$ cat src/rtl/reg_dump_reader.sv
// Debug-side register file dumper: sweeps a wrapping address range and streams {addr,data} beats.
// Optional REG_DUMP_CKSUM_EN appends one XOR-checksum beat (out_addr=0) after the last register.
module reg_dump_reader #(
  parameter int AW     = 5,
  parameter int DW     = 32,
  parameter int RD_LAT = 0
) (
  input  logic          clk,
  input  logic          rst_n,
  input  logic          start,
  input  logic [AW-1:0] first_addr,
  input  logic [AW-1:0] last_addr,
  output logic [AW-1:0] outaddr,
  input  logic [DW-1:0] reg_data,
  output logic          out_valid,
  input  logic          out_ready,
  output logic [AW-1:0] out_addr,
  output logic [DW-1:0] out_data,
  output logic          busy,
  output logic          done
);

  // state | meaning
  // IDLE  | waiting for start
  // READ  | outaddr driven, counting down the read latency
  // SEND  | register beat offered on the stream
  // CSUM  | checksum beat offered (REG_DUMP_CKSUM_EN only)
  // DONE  | one-cycle done pulse
`ifdef REG_DUMP_CKSUM_EN
  typedef enum logic [2:0] {S_IDLE, S_READ, S_SEND, S_CSUM, S_DONE} state_t;
`else
  typedef enum logic [2:0] {S_IDLE, S_READ, S_SEND, S_DONE} state_t;
`endif

  // One extra cycle lets the registered outaddr settle before the latency count starts.
  localparam logic [2:0] WAIT_LOAD = 3'(RD_LAT + 1);

  state_t        state_q, state_d;
  logic [AW-1:0] cur_q, cur_d;
  logic [AW-1:0] end_q, end_d;
  logic [2:0]    wait_q, wait_d;
  logic [AW-1:0] outaddr_q, outaddr_d;
  logic [AW-1:0] out_addr_q, out_addr_d;
  logic [DW-1:0] out_data_q, out_data_d;
`ifdef REG_DUMP_CKSUM_EN
  logic [DW-1:0] acc_q, acc_d;
`endif

  always_ff @(posedge clk or negedge rst_n) begin
    if (!rst_n) begin
      state_q    <= S_IDLE;
      cur_q      <= '0;
      end_q      <= '0;
      wait_q     <= '0;
      outaddr_q  <= '0;
      out_addr_q <= '0;
      out_data_q <= '0;
`ifdef REG_DUMP_CKSUM_EN
      acc_q      <= '0;
`endif
    end else begin
      state_q    <= state_d;
      cur_q      <= cur_d;
      end_q      <= end_d;
      wait_q     <= wait_d;
      outaddr_q  <= outaddr_d;
      out_addr_q <= out_addr_d;
      out_data_q <= out_data_d;
`ifdef REG_DUMP_CKSUM_EN
      acc_q      <= acc_d;
`endif
    end
  end

  always_comb begin
    state_d    = state_q;
    cur_d      = cur_q;
    end_d      = end_q;
    wait_d     = wait_q;
    outaddr_d  = outaddr_q;
    out_addr_d = out_addr_q;
    out_data_d = out_data_q;
`ifdef REG_DUMP_CKSUM_EN
    acc_d      = acc_q;
`endif
    unique case (state_q)
      S_IDLE: begin
        if (start) begin
          cur_d   = first_addr;
          end_d   = last_addr;
          wait_d  = WAIT_LOAD;
          state_d = S_READ;
`ifdef REG_DUMP_CKSUM_EN
          acc_d   = '0;
`endif
        end
      end
      S_READ: begin
        outaddr_d = cur_q;
        if (wait_q == '0) begin
          out_data_d = reg_data;
          out_addr_d = cur_q;
          state_d    = S_SEND;
        end else begin
          wait_d = wait_q - 3'd1;
        end
      end
      S_SEND: begin
        if (out_ready) begin
`ifdef REG_DUMP_CKSUM_EN
          acc_d = acc_q ^ out_data_q;
`endif
          if (cur_q == end_q) begin
`ifdef REG_DUMP_CKSUM_EN
            out_addr_d = '0;
            out_data_d = acc_q ^ out_data_q;
            state_d    = S_CSUM;
`else
            state_d    = S_DONE;
`endif
          end else begin
            cur_d   = cur_q + 1'b1;
            wait_d  = WAIT_LOAD;
            state_d = S_READ;
          end
        end
      end
`ifdef REG_DUMP_CKSUM_EN
      S_CSUM: begin
        if (out_ready) state_d = S_DONE;
      end
`endif
      S_DONE:  state_d = S_IDLE;
      default: state_d = S_IDLE;
    endcase
  end

`ifdef REG_DUMP_CKSUM_EN
  assign out_valid = (state_q == S_SEND) || (state_q == S_CSUM);
`else
  assign out_valid = (state_q == S_SEND);
`endif
  assign busy     = (state_q != S_IDLE);
  assign done     = (state_q == S_DONE);
  assign outaddr  = outaddr_q;
  assign out_addr = out_addr_q;
  assign out_data = out_data_q;

endmodule

$ cat config.mk
export PLATFORM = sky130hd
export DESIGN_NAME = reg_dump_reader
export DESIGN_NICKNAME = d
export VERILOG_FILES = /design/src/rtl/reg_dump_reader.sv
export SDC_FILE = /design/constraint.sdc
export NUM_CORES = 1
export LEC_CHECK = 0
export CELL_PAD_IN_SITES_DETAIL_PLACEMENT = 1
export CELL_PAD_IN_SITES_GLOBAL_PLACEMENT = 2
export CORE_ASPECT_RATIO = 1.4
export CORE_UTILIZATION = 25
export DETAILED_ROUTE_END_ITERATION = 7
export PLACE_DENSITY_LB_ADDON = 0.08
export SETUP_SLACK_MARGIN = 0.1
export SYNTH_ARGS = -nofsm -noshare
export SYNTH_HDL_FRONTEND = slang
export SYNTH_SLANG_ARGS = --single-unit
$ cat constraint.sdc
create_clock -name clk -period 1.6 [get_ports clk]
set_input_delay 0.4 -clock clk [delete_from_list [all_inputs] [get_ports clk]]
set_output_delay 0.4 -clock clk [all_outputs]
set_load 0.005 [all_outputs]
==> metrics <==
DIE HEIGHT=118.2 um; Max-Cap Viols=0; sequential area share after synthesis=59.13%; total grt overflow=0; site row count=42; WS Path Type=flip-flop to flip-flop; initial antenna violation count=0; Internal=6.350 mW; asr flop ratio synth=100.0%; Req. time, crit path=1.81 ns; Leak Pwr=2.070 nW; post-route setup slack=-0.06445 ns; Reg power frac=28.1%; Area Growth Syn to Fin=83.92%; crit-path cells=buf_6 -> buf_6 -> buf_6 -> nand3b_1 -> buf_6 -> clkbuf_16 -> mux2_2; Ports=91; non-filler cells in the finished layout=436; number of clock sinks=57; CTS tree=yes; Worst Setup SP=state_q[0]; Overall Global Routing Usage=15.19%; skew final=0.004125 ns; maximum clock frequency=0.6008 GHz; Top FF cell, synth=dfrtp_1; Final GP Congestion=0.7154; #FFs+latches synth=57; initial core utilization=25.65%; ANT cells=0; core area=9407 sq um; ratio of cells with drive above 1 in the final layout=44.17%; Hold WC Path Type=input pin to async pin; Crit Path Max Fanout=8; setup total negative slack=-1.328 ns; largest cells by area after synthesis=dfrtp_1 59%, mux2_2 21%, xor2_1 1.8%; worst relative slew slack=67.07%; r2r worst-path depth=7; CTS Hold Buffers Added=0; failing checks=setup timing; switching pwr=2.990 mW; crit path time final=1.664 ns; worst-skew pair later-pin latency=0.33 ns; commonest cells in the netlist=57 x dfrtp_1, 45 x mux2_2, 10 x nand2_1; DR DRC count=0; Post-Syn Area per Cell=13.48 sq um; final WL=7.422 mm; Die ar.=10050 sq um; Switching Fraction=32.01%; CP startpoint kind=flip-flop; clock power share=18.8%; Placed Instances=401; Logic pwr share=53.1%; TritonCTS buffer count=9; largest net degree at the start of global routing=19; count leader, synth=dfrtp_1; initial drt markers=39; IR drop worst, VDD=0.8241 mV; Synth top area share=59.13%; CP arrival=1.87 ns; post-synth top area cell=dfrtp_1; syn nets=228; delay of the slowest critical-path stage=0.43 ns; Fill cells=991; RR Startpoint=state_q[0]; sequential cell area=1430 sq um; WL/cell=17.02 um; drt pass-1 iters=4; number of global-route vias before repair=2135; post-layout total power=9.340 mW; Vias per Instance=4.569; critical path endpoint category=flip-flop; first-pass GRT wire length=11.42 mm; final setup fails=36; EDFF count, synth=0; Synth cell types=34; CTS HTree Levels=3; final hold violation count=0; IO buf count=90; worst slew pin tran=0.4939 ns; DP HPWL=4.892 mm; Worst path most repeated cell=buf_6; Vias=1992; slowest CP cell=dfrtp_2; Power Density=2105 nW/um^2; chip width=85.02 um; CTS max path bufs=2; status=finished with violations; worst hold slack=0.03275 ns; post-route ant nets=0; area of the mapped netlist=2412 sq um; Slew Limit Fails=0; final period utilization=104.0%; final net count=370; RSZ-0062 raised after global routing=yes; Mapped Cells=179; Yosys warnings=0; root buffer cell=clkbuf_16; clock slew at reported path FFs=0.05 ns; Multi-input gate area=1200 sq um
power by group through the flow:
stage / logic, mW / clock network [mW] / registers, mW
floorplan: 1.66 / 0 / 2.65
global placement: 3.83 / 0 / 2.60
detailed placement: 3.90 / 0 / 2.63
CTS: 4.24 / 1.82 / 2.61
global route: 5.34 / 1.87 / 2.74
finish: 4.96 / 1.76 / 2.63
worst max-delay path: cells and delay by family (launching register included):
| family | cells | cell delay (ns) |
|---|---|---|
| buf+inv | 5 | 0.65 |
| flops | 1 | 0.43 |
| mux | 1 | 0.33 |
| simple gates | 1 | 0.14 |
worst paths after layout:
check                                    end  slack (ns)
worst max-delay path             out_data[2]       -0.06
worst min-delay path            out_data[22]        0.03
worst min register to register    outaddr[4]        0.48
worst max register to register   out_data[2]       -0.06
min in group clk                  outaddr[4]        0.48
max in group asynchronous        out_data[3]        1.02
cells by family after synthesis:
family                   count (synthesis)  synth area share [%]
AO/OA/AOI/OAI                           23                 6.950
buffers and inverters                   15                 2.645
multiplexers                            46                 21.42
flip-flops                              57                 59.13
AND/OR/NAND/NOR                         30                 6.484
adder cells (fa/ha/maj)                  3                 1.556
XOR/XNOR                                 5                 1.815
final cells by class:
cell class	count	share of cell area [%]
inverters	8	0.6768
multi-input cells	107	27.04
clock inverters	3	0.3384
well taps	110	3.102
repair buffers	138	30.74
flip-flops and latches	57	32.23
clock buffers	13	5.866
per-stage QoR:
stage                     setup slack (ns)  instance area, sq um  util, %
after CTS                         -0.04782                  4163    44.25
final                             -0.06445                  4437    47.17
after detailed placement           -0.4176                  3679    39.11
after floorplan                    0.09017                  2425        -
after global routing              -0.09784                  4437    47.17
after global placement             -0.3660                  3679    39.11
placed cells by master (no fill, tap or decap), types with 2 or more instances in the layout:
cell and n:
dfrtp_1 54, clkdlybuf4s50_1 44, dlygate4sd2_1 42, buf_4 28, mux2_4 23, mux2_2 22
buf_6 14, clkbuf_16 11, nand2_1 9, inv_1 5, xor2_2 5, buf_12 5
o21ai_0 4, inv_2 3, or2_4 3, nor2_4 3, and3_1 3, a21oi_1 3
clkinv_2 3, dfrtp_2 3, nand2b_4 2, nor3_4 2, a221o_1 2, nor3_1 2
nand3_1 2, a2111o_1 2, a211oi_2 2, ha_4 2, clkbuf_1 2, clkbuf_8 2
buf_2 2
sequential cells by signal, summed over array words and instances, names as in the netlist:
signal	cells
outaddr	5
out_addr	5
state_q	2
wait_q	3
cur_q	5
end_q	5
out_data	32
metal layers:
metal	routed length (um)	track usage [%]
met1	2907	17.35
met3	305	3.492
met5	0	0
met2	3986	25.25
met4	223	9.746
timing repair:
item,in CTS,in global routing
setup endpoints to repair,89,52
pin swaps,10,11
hold endpoints to repair,0,0
setup buffers,10,6
gates cloned,1,2
gates resized for setup,93,40
Power figures use the tool's default switching activity.
